--- config.mk ---
export PLATFORM = sky130hd
export DESIGN_NAME = usb_data_framer
export DESIGN_NICKNAME = d
export VERILOG_FILES = /design/src/rtl/usb_data_framer.sv
export SDC_FILE = /design/constraint.sdc
export NUM_CORES = 1
export LEC_CHECK = 0
export ABC_AREA = 1
export BUFFER_PORTS_ARGS = -buffer_cell sky130_fd_sc_hd__buf_4
export CORE_MARGIN = 4
export CORE_UTILIZATION = 30
export CTS_CLUSTER_DIAMETER = 100
export DETAILED_ROUTE_END_ITERATION = 16
export GPL_ROUTABILITY_DRIVEN = 0
export PLACE_DENSITY = 0.54
export SYNTH_ARGS = -nofsm -noshare
export SYNTH_HDL_FRONTEND = slang
export SYNTH_SLANG_ARGS = --single-unit
--- constraint.sdc ---
create_clock -name clk -period 2.6 [get_ports clk]
set_input_delay 0.13 -clock clk [delete_from_list [all_inputs] [get_ports clk]]
set_output_delay 0.13 -clock clk [all_outputs]
set_load 0.01 [all_outputs]
--- src/rtl/usb_data_framer.sv ---
// USB DATA0/DATA1 packet framer: latches a payload and its CRC16, then streams
// PID, payload bytes (LSB first) and the complemented CRC over valid/ready.
module usb_data_framer #(
  parameter int PAYLOAD_BYTES = 8
) (
  input  logic                       clk,
  input  logic                       n_rst,
  input  logic [8*PAYLOAD_BYTES-1:0] rcv_data,
  input  logic                       data_ready,
  input  logic [15:0]                trans_crc,
  input  logic                       tx_ready,
  input  logic                       toggle_seq,
  input  logic                       clear_seq,
  output logic [7:0]                 tx_byte,
  output logic                       tx_valid,
  output logic                       tx_last,
  output logic                       busy,
  output logic                       pkt_done,
  output logic                       overrun
);

  localparam int CNT_W = (PAYLOAD_BYTES > 1) ? $clog2(PAYLOAD_BYTES) : 1;
  localparam logic [CNT_W-1:0] LAST_IDX = CNT_W'(PAYLOAD_BYTES - 1);
  localparam logic [7:0] PID_DATA0 = 8'hC3;
  localparam logic [7:0] PID_DATA1 = 8'h4B;

  typedef enum logic [2:0] {
    S_IDLE,
    S_CRC_WAIT,
    S_PID,
    S_DATA,
    S_CRC_LO,
    S_CRC_HI
  } state_t;

  state_t                     state_q, state_d;
  logic [8*PAYLOAD_BYTES-1:0] payload_q, payload_d;
  logic [15:0]                crc_q, crc_d;
  logic [CNT_W-1:0]           cnt_q, cnt_d;
  logic                       seq_q, seq_d;
  logic                       pid_seq_q, pid_seq_d;
  logic [7:0]                 tx_byte_q, tx_byte_d;
  logic                       tx_valid_q, tx_valid_d;
  logic                       tx_last_q, tx_last_d;
  logic                       busy_q, busy_d;
  logic                       pkt_done_q, pkt_done_d;
  logic                       overrun_q, overrun_d;
  logic                       xfer;
  logic [CNT_W-1:0]           cnt_nx;
  logic [CNT_W+2:0]           byte_idx;

  // Handshake: a byte moves on a rising edge with tx_valid && tx_ready; while
  // tx_valid is high and tx_ready low, tx_byte/tx_last/state hold unchanged.
  always_comb begin
    state_d    = state_q;
    payload_d  = payload_q;
    crc_d      = crc_q;
    cnt_d      = cnt_q;
    pid_seq_d  = pid_seq_q;
    tx_byte_d  = tx_byte_q;
    tx_valid_d = tx_valid_q;
    tx_last_d  = tx_last_q;
    pkt_done_d = 1'b0;
    overrun_d  = data_ready && (state_q != S_IDLE);
    xfer       = tx_valid_q && tx_ready;
    cnt_nx     = cnt_q + 1'b1;
    byte_idx   = {cnt_nx, 3'b000};

    if (clear_seq) begin
      seq_d = 1'b0;
    end else if (toggle_seq) begin
      seq_d = ~seq_q;
    end else begin
      seq_d = seq_q;
    end

    case (state_q)
      S_IDLE: begin
        if (data_ready) begin
          state_d   = S_CRC_WAIT;
          payload_d = rcv_data;
          pid_seq_d = seq_q;
        end
      end
      S_CRC_WAIT: begin
        // crc16_gen hands over the raw remainder; the wire carries its complement.
        crc_d      = ~trans_crc;
        state_d    = S_PID;
        tx_valid_d = 1'b1;
        tx_byte_d  = pid_seq_q ? PID_DATA1 : PID_DATA0;
      end
      S_PID: begin
        if (xfer) begin
          state_d   = S_DATA;
          cnt_d     = '0;
          tx_byte_d = payload_q[7:0];
        end
      end
      S_DATA: begin
        if (xfer) begin
          if (cnt_q == LAST_IDX) begin
            state_d   = S_CRC_LO;
            tx_byte_d = crc_q[7:0];
          end else begin
            cnt_d     = cnt_nx;
            tx_byte_d = payload_q[byte_idx +: 8];
          end
        end
      end
      S_CRC_LO: begin
        if (xfer) begin
          state_d   = S_CRC_HI;
          tx_byte_d = crc_q[15:8];
          tx_last_d = 1'b1;
        end
      end
      S_CRC_HI: begin
        if (xfer) begin
          state_d    = S_IDLE;
          tx_byte_d  = 8'h00;
          tx_valid_d = 1'b0;
          tx_last_d  = 1'b0;
          cnt_d      = '0;
          pkt_done_d = 1'b1;
        end
      end
      default: begin
        state_d    = S_IDLE;
        tx_byte_d  = 8'h00;
        tx_valid_d = 1'b0;
        tx_last_d  = 1'b0;
      end
    endcase

    busy_d = (state_d != S_IDLE);
  end

  always_ff @(posedge clk or negedge n_rst) begin
    if (!n_rst) begin
      state_q    <= S_IDLE;
      payload_q  <= '0;
      crc_q      <= '0;
      cnt_q      <= '0;
      seq_q      <= 1'b0;
      pid_seq_q  <= 1'b0;
      tx_byte_q  <= 8'h00;
      tx_valid_q <= 1'b0;
      tx_last_q  <= 1'b0;
      busy_q     <= 1'b0;
      pkt_done_q <= 1'b0;
      overrun_q  <= 1'b0;
    end else begin
      state_q    <= state_d;
      payload_q  <= payload_d;
      crc_q      <= crc_d;
      cnt_q      <= cnt_d;
      seq_q      <= seq_d;
      pid_seq_q  <= pid_seq_d;
      tx_byte_q  <= tx_byte_d;
      tx_valid_q <= tx_valid_d;
      tx_last_q  <= tx_last_d;
      busy_q     <= busy_d;
      pkt_done_q <= pkt_done_d;
      overrun_q  <= overrun_d;
    end
  end

  assign tx_byte  = tx_byte_q;
  assign tx_valid = tx_valid_q;
  assign tx_last  = tx_last_q;
  assign busy     = busy_q;
  assign pkt_done = pkt_done_q;
  assign overrun  = overrun_q;

endmodule

Word-level counts from Yosys, hierarchy flattened:

Index checks and enable logic that the tools add are counted.

* register bits: 101
* bits in latches: 0
* memory bits (writable): 0
* bits in read-only memories: 0
* bits of input ports: 86
* output and inout port bits: 13
* logic and storage cells: 72
* memories kept: 0

* add/subtract/negate cells: 1
* multipliers: 0
* divide/modulo/power cells: 0
* order comparisons: 0
* equality and inequality tests: 12
* shifts and indexed selects: 1
* mux-type cells: 26
* bitwise operators: 5
* reduce and logical (&&, ||, !) cells: 15

Operators by type and width (number)
* variable part select 64 x 7 -> 8 bit: 1
* 2-to-1 mux 8 bit: 6
* case mux 8 bit (6 select lines): 1
* 2-to-1 mux 3 bit: 9
* case mux 3 bit (6 select lines): 1
* NOT 16 bit: 1
* inequality test 2 bit (second input constant): 5
* == test 3 bit (second input constant): 3
* OR reduction 4 bit: 2
* == test 3 x 2 -> 1 bit (second input constant): 2
* 2-to-1 mux 1 bit: 6
* case mux 1 bit (3 select lines): 2
* case mux 3 bit (2 select lines): 1
* nonzero test 3 bit: 2
* AND reduction 5 bit: 1
* NOT 1 bit: 4
* AND reduction 2 bit: 2
* AND reduction 4 bit: 1
* nonzero test 2 bit: 2
* adder 3 x 1 -> 3 bit (second input constant): 1
* == test 3 x 1 -> 1 bit (second input constant): 1
* zero test 3 bit: 1
* AND reduction 3 bit: 1
* logical AND 1 bit: 2
* other kinds (2): 2

Longest topological paths before layout:

Gate-level depths: netlist of the first run.

* word-level depth: 5
* gate-level depth with buffers: 10
* mapped depth without buffers: 9

Least setup slack after synthesis of the first run:

Ideal clock, no wire load.

* kind: reg-to-reg
* start point: reg cnt_q[0]
* end point: reg tx_byte_q[0] (netlist: tx_byte[0])
* setup time: 63 ps
* data arrival time: 1570 ps
* required time: 2537 ps
* slack: 967 ps
* stages on the path, launching flop included: 10
* path buffers: 1
* clock period less this slack: 1633 ps
* cell sequence: dfrtp_1 ha_1 ha_1 clkbuf_1 inv_1 nand3_1 nand3_1 nand3_1 nand2_1 inv_1

* word-level cells in the longest chain between the ends: 5
* elaborated cells on any way between the ends: 6
* classes of those cells: 1 x add/sub; 1 x eq/ne; 1 x shift; 3 x mux

Ends and longest elaborated chain
* from (decl): RTL line 39 `logic [CNT_W-1:0] cnt_q, cnt_d;`
* from (signal assigned): RTL line 156 `cnt_q <= cnt_d;`
* adder 3 x 1 -> 3 bit: RTL line 66 `cnt_nx = cnt_q + 1'b1;`
* variable part select 64 x 7 -> 8 bit: RTL line 106 `tx_byte_d = payload_q[byte_idx +: 8];`
* 2-to-1 mux 8 bit *: RTL line 101 `if (cnt_q == LAST_IDX) begin`
* 2-to-1 mux 8 bit *: RTL line 100 `if (xfer) begin`
* case mux 8 bit (6 select lines) *: RTL line 77 `case (state_q)`
* to (signal assigned): RTL line 159 `tx_byte_q <= tx_byte_d;`
* to (decl): RTL line 42 `logic [7:0] tx_byte_q, tx_byte_d;`

Every way passes the cells marked *; elsewhere a longest branch is shown, timed or not. The select of a mux whose other input is x is not followed.
A chain may end at the register's enable or synchronous reset.

Worst setup path after layout of the first run:

Same ends and word-level chain as after synthesis.

==> impl_metrics.yaml, run 1 <==
detailed_routing:
  first_pass_iters: 4
  avgRoutedWirePerCell_um: 14.5
  drt_iter0_drc: 312
  vias_per_cell: 4.52
  postRouteWirelength_um: 13000
  postRouteAntennaNets: 0
  drc_errors: 0
  num_vias: 4047
place:
  hpwl_um: 9860
  placed_area_um2: 5700
  port_buffers: 98
  dp_slack_ns: 0.677
  dp_cells: 859
logic_synthesis:
  yosys.area_share.xor_xnor_pct: 0
  synth_top_family_by_area: "simple AND/OR/NAND/NOR gates"
  syn_avg_cell_area_um2: 8.38
  synth-seq-cells: 101
  synth_cells: 566
  synth_area_um2: 4740
  ys_seq_area_share_pct: 53.3
  syn-num-nets: 654
  yosysUniqueCellTypes: 24
  yosysWarnings: 0
  yosys.area_share.adder_pct: 0.528
  yosys.area_share.simple_pct: 22.2
  synth_compound_area_share_pct: 9.81
  synth.mux.area_fraction_pct: 6.17
finish:
  register_area_um2: 2530
  most-common-layout-cells: "125 x nand2_1, 105 x buf_4, 101 x dfrtp_1"
  multi_input_area_um2: 1840
  mostFrequentLayoutCell: "nand2_1"
  antennaDiodeCount: 0
  stdcell_area_um2: 6210
  layout-drive-gt1-share_pct: 22.8
  area_delta_synth_final_pct: 30.9
  fillers: 1569
  stdcell_count: 896
  fin_nets: 768
timing:
  fin_crit_ns: 1.95
  setup-violations-final: 0
  skew_ns: 0.00546
  fin_ws_ns: 0.647
  rsz0062_at_grt: "no"
  max_slew.worst_pin.slew_ns: 0.829
  final.period_utilization_pct: 75.1
  hold_viol: 0
  tns_ns: 0
  max_freq_ghz: 0.512
  fin_hold_ws_ns: 0.00671
  drv_slew: 0
  slew-limit-headroom_pct: 44.7
clock_tree:
  cts_resized: 0
  clock-sinks: 101
  numCtsBuffers: 9
  htree_levels: 3
  cts_tree: "yes"
  cts_root_buf: "clkbuf_16"
  clkTransAtPathRegs_ns: 0.07
  clk_latency_ns: 0.35
  cts.path.max_buffers: 2
setup_path:
  arrival_ns: 2.20
  startpoint_type: "flip-flop"
  slowest_delay_ns: 0.40
  r2r_end: "tx_byte[0]"
  r2r_start: "cnt_q[0]"
  rrSetupSlack_ns: 0.65
  path_cells: "buf_4, ha_1, ha_1, inv_1, nand3_1, nand3_1, nand3_1, nand2_1, inv_1"
  r2r_cells: 9
  cp_max_fo: 18
  slowest_stage: "ha_1"
  crit_top_cell: "nand3_1"
  critPathBufInv: 3
  path_delay_family: "adder cells"
  endpoint_kind: "flip-flop"
  critical_path_class: "reg2reg"
  crit_required_ns: 2.85
min_path:
  whs_path_depth: 2
  hold_end: "crc_q[5]"
  min-delay-path-class: "in2reg"
  hold_start: "trans_crc[5]"
run:
  maxCapViolCount: 0
power_and_ir_drop:
  peakVddDrop_v: 0.000413
  power.density_nw_per_um2: 1130
  p_leak_nw: 3.13
global_route:
  antenna_found_initial: 0
  grt_pass1_wl_um: 21600
  grt_overflow: 0
  grt_max_degree: 61
  grt_pass1_vias: 4113
  grt_usage_pct: 15.3
floorplan:
  die_area_um2: 17900
  design.core.area_um2: 15400
  die_w_um: 134
  initial_core_util_pct: 30.9
  rows: 45
  io_pins: 99
  die_y_um: 134
run_status:
  outcome: "finished clean"
==> layout make-up <==
class                           count  area share, %
Multi-Input combinational cell    376           29.6
Tap cell                          211           4.25
Inverter                           64           3.87
Clock inverter                      3          0.282
Timing Repair Buffer              128           16.7
Sequential cell                   101           40.7
Clock buffer                       13           4.51
==> metal layers <==
| layer | GRT usage (%) | vias up | share of wire, % |
|---|---|---|---|
| met5 | 0 | - | 0 |
| met4 | 4.06 | 0 | 1.3 |
| met3 | 3.74 | 12 | 5.6 |
| met2 | 23.5 | 101 | 47 |
| met1 | 21.5 | 1905 | 46 |
| li1 | - | 2029 | - |
==> cell usage after synthesis <==
library cell / number / area (um2)
clkbuf_2: 1 / 5.00
nand3_1: 45 / 225
inv_2: 3 / 11.3
nor2_1: 79 / 297
nand4_1: 1 / 6.26
o21bai_1: 2 / 15.0
clkbuf_1: 3 / 11.3
a21oi_1: 43 / 215
dfrtp_1: 101 / 2530
nand2_2: 3 / 18.8
ha_1: 2 / 25.0
nand2_4: 1 / 11.3
or2_0: 3 / 18.8
mux2_2: 25 / 282
nor2_2: 1 / 6.26
buf_2: 18 / 90.1
mux2_1: 1 / 11.3
o21ai_1: 1 / 5.00
o211ai_1: 4 / 30.0
buf_6: 3 / 33.8
nand2_1: 125 / 469
o21ai_0: 40 / 200
clkinv_1: 1 / 3.75
inv_1: 60 / 225
==> flip-flops by register name, summed over array words and instances, names as in the netlist <==
signal	cells
payload_q	64
crc_q	16
tx_byte	8
cnt_q	3
state_q	3
busy	1
overrun	1
pid_seq_q	1
pkt_done	1
seq_q	1
tx_last	1
tx_valid	1
==> timing repair <==
item,CTS,global route
buffers inserted,0,0
hold buffers,19,2
hold endpoints to repair,77,2
==> power breakdown <==
part	total, mW	switching (mW)	internal, mW	leakage (nW)
clock	1.34	0.584	0.751	0.148
sequential	2.65	0.351	2.30	1.17
combinational	3.02	1.84	1.18	1.81
==> worst max-delay path by stage <==
stage | slack, ns | depth (start not counted) | start | to
floorplan | 0.97 | 9 | cnt_q[0] | tx_byte[0]
CTS | 0.66 | 9 | cnt_q[0] | tx_byte[0]
detailed placement | 0.68 | 9 | cnt_q[0] | tx_byte[0]
global placement | 0.74 | 9 | cnt_q[0] | tx_byte[6]
finish | 0.65 | 9 | cnt_q[0] | tx_byte[0]
global route | 0.44 | 7 | state_q[1] | busy
==> per-stage QoR <==
step | power [mW] | utilization, %
finish | 7.01 | 40.4
detailed placement | 5.70 | 37.1
global route | 7.69 | 40.4
CTS | 7.09 | 40.3
floorplan | 4.72 | -
global placement | 5.63 | 37.1
==> cell families after synthesis <==
kind of cell	count (synthesis)
compound gates	90
simple gates	258
flops	101
mux	26
buf+inv	89
fa+ha+maj	2
(Power assumes the default switching activity.)
==> run 2, diff against run 1 <==
ABC_AREA = 0   (was 1)
clock period = 1.8 ns   (was 2.6 ns; I/O delays follow)
==> impl_metrics.yaml, run 2 <==
run_status:
  outcome: "finished with violations"
  failed_checks: "negative setup slack"
global_route:
  grt_max_degree: 41
  grt_overflow: 0
  antenna_found_initial: 0
  grt_pass1_wl_um: 20000
  grt_usage_pct: 14.2
  grt_pass1_vias: 3792
setup_path:
  endpoint_kind: "flip-flop"
  critical_path_class: "reg2reg"
  slowest_delay_ns: 0.40
  r2r_cells: 7
  arrival_ns: 2.13
  cp_max_fo: 6
  crit_required_ns: 2.02
  path_cells: "ha_2, ha_4, clkbuf_16, mux4_2, mux2_2, nand2_1, o211ai_1"
  slowest_stage: "dfrtp_1"
  startpoint_type: "flip-flop"
power_and_ir_drop:
  peakVddDrop_v: 0.000533
  power.density_nw_per_um2: 1320
  p_int_mw: 6.28
  p_leak_nw: 3.31
  swShare_pct: 32.0
  p_comb_share_pct: 40.0
  p_switching_mw: 2.95
  power_frac_seq_pct: 39.2
  pwr-share-clk_pct: 20.8
timing:
  max_slew.worst_pin.slew_ns: 0.551
  hold_viol: 0
  skew_ns: 0.00733
  fin_ws_ns: -0.111
  final.period_utilization_pct: 106
  slew-limit-headroom_pct: 63.2
  drv_slew: 0
  rsz0062_at_grt: "yes"
  max_freq_ghz: 0.523
  fin_crit_ns: 1.91
  tns_ns: -0.599
  setup-violations-final: 8
floorplan:
  design.core.area_um2: 15300
  die_area_um2: 17700
  die_y_um: 133
  rows: 45
  die_w_um: 133
  io_pins: 99
  initial_core_util_pct: 30.8
clock_tree:
  numCtsBuffers: 9
  cts_tree: "yes"
  clkTransAtPathRegs_ns: 0.07
  htree_levels: 3
  cts.path.max_buffers: 2
  cts_root_buf: "clkbuf_16"
  clk_latency_ns: 0.35
  clock-sinks: 101
logic_synthesis:
  synth-seq-cells: 101
  synthTopCellsByArea: "dfrtp_1 54%, mux2_1 15%, mux4_2 4.8%"
  yosysTopAreaCell: "dfrtp_1"
  synth-edff-count: 0
  synth_most_common_cell: "dfrtp_1"
  syn-num-nets: 452
  synth_flop_cell: "dfrtp_1"
  syn_avg_cell_area_um2: 12.9
  synth_area_um2: 4700
  yosysUniqueCellTypes: 49
  synth_cells: 364
  yosysWarnings: 0
  ys_async_sr_fraction_pct: 100
  synth_top_area_share_pct: 53.8
  ys_seq_area_share_pct: 53.8
  synthTopCellsByCount: "101 x dfrtp_1, 64 x mux2_1, 22 x a21oi_1, 22 x nand2_1, 20 x nor2_1"
detailed_routing:
  postRouteAntennaNets: 0
  avgRoutedWirePerCell_um: 15.9
  vias_per_cell: 4.65
  drt_iter0_drc: 128
  first_pass_iters: 4
  postRouteWirelength_um: 12300
  num_vias: 3604
  drc_errors: 0
finish:
  mostFrequentLayoutCell: "buf_4"
  layout-drive-gt1-share_pct: 30.1
  max_flop_register: "payload_q"
  fillers: 1398
  largest_reg_flops: 64
  antennaDiodeCount: 0
  stdcell_count: 775
  fin_nets: 647
  area_delta_synth_final_pct: 49.2
  most-common-layout-cells: "119 x buf_4, 99 x dfrtp_1, 82 x dlygate4sd3_1"
run:
  maxCapViolCount: 0
place:
  dp_cells: 672
  port_buffers: 98
  hpwl_um: 8970
min_path:
  whs_path_depth: 3
  min-delay-path-class: "in2reg"
run 2: cell types whose count changed after synthesis, moves of 8 or more:
cell	previous run	this run
inv_1	60	6
o21ai_0	40	2
mux2_1	1	64
nor2_1	79	20
nand2_1	125	22
nand3_1	45	7
mux4_2	0	10
a21oi_1	43	22
mux2_2	25	2
buf_2	18	10
run 2: power by group through the flow:
stage | sequential [mW] | combinational (mW) | clock [mW]
final | 3.62 | 3.69 | 1.92
after global routing | 3.72 | 4.06 | 2.05
after CTS | 3.61 | 3.47 | 1.97
after detailed placement | 3.64 | 3.19 | 0
after global placement | 3.65 | 3.08 | 0
after floorplan | 3.40 | 2.33 | 0
run 2: area by class of cell:
| type | count | area [um2] | area share [%] |
|---|---|---|---|
| multi-input cells | 226 | 2010 | 28.6 |
| repair buffers | 211 | 1880 | 26.9 |
| inverters | 10 | 38.8 | 0.553 |
| flip-flops and latches | 101 | 2530 | 36.1 |
| well taps | 211 | 264 | 3.76 |
| clock buffers | 10 | 229 | 3.26 |
| clock inverters | 6 | 63.8 | 0.910 |
run 2: logic make-up (layout without fill, tap and decap cells):
logic type                 count (synthesis)  count (layout)  synth area share [%]
DFF                                      101             101                  53.8
and+or+nand+nor                           70              70                  7.45
xor gates and xnor gates                   1               1                 0.186
muxes                                     87              87                  25.0
buffers and inverters                     37             237                  3.94
AOI/OAI and AO/OA                         66              66                  9.10
adders and majority gates                  2               2                 0.532
run 2: timing repair:
item / CTS / global route
endpoints found under the setup margin: 7 / 64
hold buffers: 82 / 0
endpoints found under the hold margin: 118 / 0
pin swaps: 1 / 6
resized for setup: 2 / 11
buffers inserted: 2 / 2
gates cloned: 0 / 1
run 2: final timing paths:
check / slack [ns] / start / end
min in group asynchronous: 0.25 / n_rst / payload_q[53]
worst min register to register: 0.49 / payload_q[57] / payload_q[57]
worst min-delay path: 0.01 / toggle_seq / seq_q
worst max-delay path: -0.11 / cnt_q[0] / tx_byte[1]
max in group asynchronous: 0.91 / n_rst / crc_q[4]
worst max register to register: -0.11 / cnt_q[0] / tx_byte[1]
run 2: stage by stage:
step / setup WS (ns) / utilization [%] / hold slack, ns / instance area, um2 / power (mW)
finish: -0.111 / 46.0 / 0.0104 / 7020 / 9.23
global route: -0.181 / 46.0 / 0.0118 / 7020 / 9.83
CTS: -0.0876 / 45.6 / 0.00210 / 6960 / 9.05
detailed placement: -0.111 / 38.1 / 0.111 / 5820 / 6.83
global placement: -0.0355 / 38.1 / 0.0957 / 5820 / 6.73
floorplan: -0.0572 / - / -0.206 / 4730 / 5.72
run 2: per-layer routing:
metal | share of wire (%) | GRT usage [%]
met1 | 49 | 20.3
met2 | 45 | 21.9
met5 | 0 | 0
met4 | 1.8 | 5.37
met3 | 3.5 | 2.15
run 2: worst max-delay path, delay by kind of cell (launching register included):
| family | cells | cell delay, ns |
|---|---|---|
| buffers and inverters | 1 | 0.15 |
| adder cells (fa/ha/maj) | 2 | 0.54 |
| flip-flops | 1 | 0.40 |
| AO/OA/AOI/OAI | 1 | 0.08 |
| multiplexers | 2 | 0.55 |
| AND/OR/NAND/NOR | 1 | 0.07 |
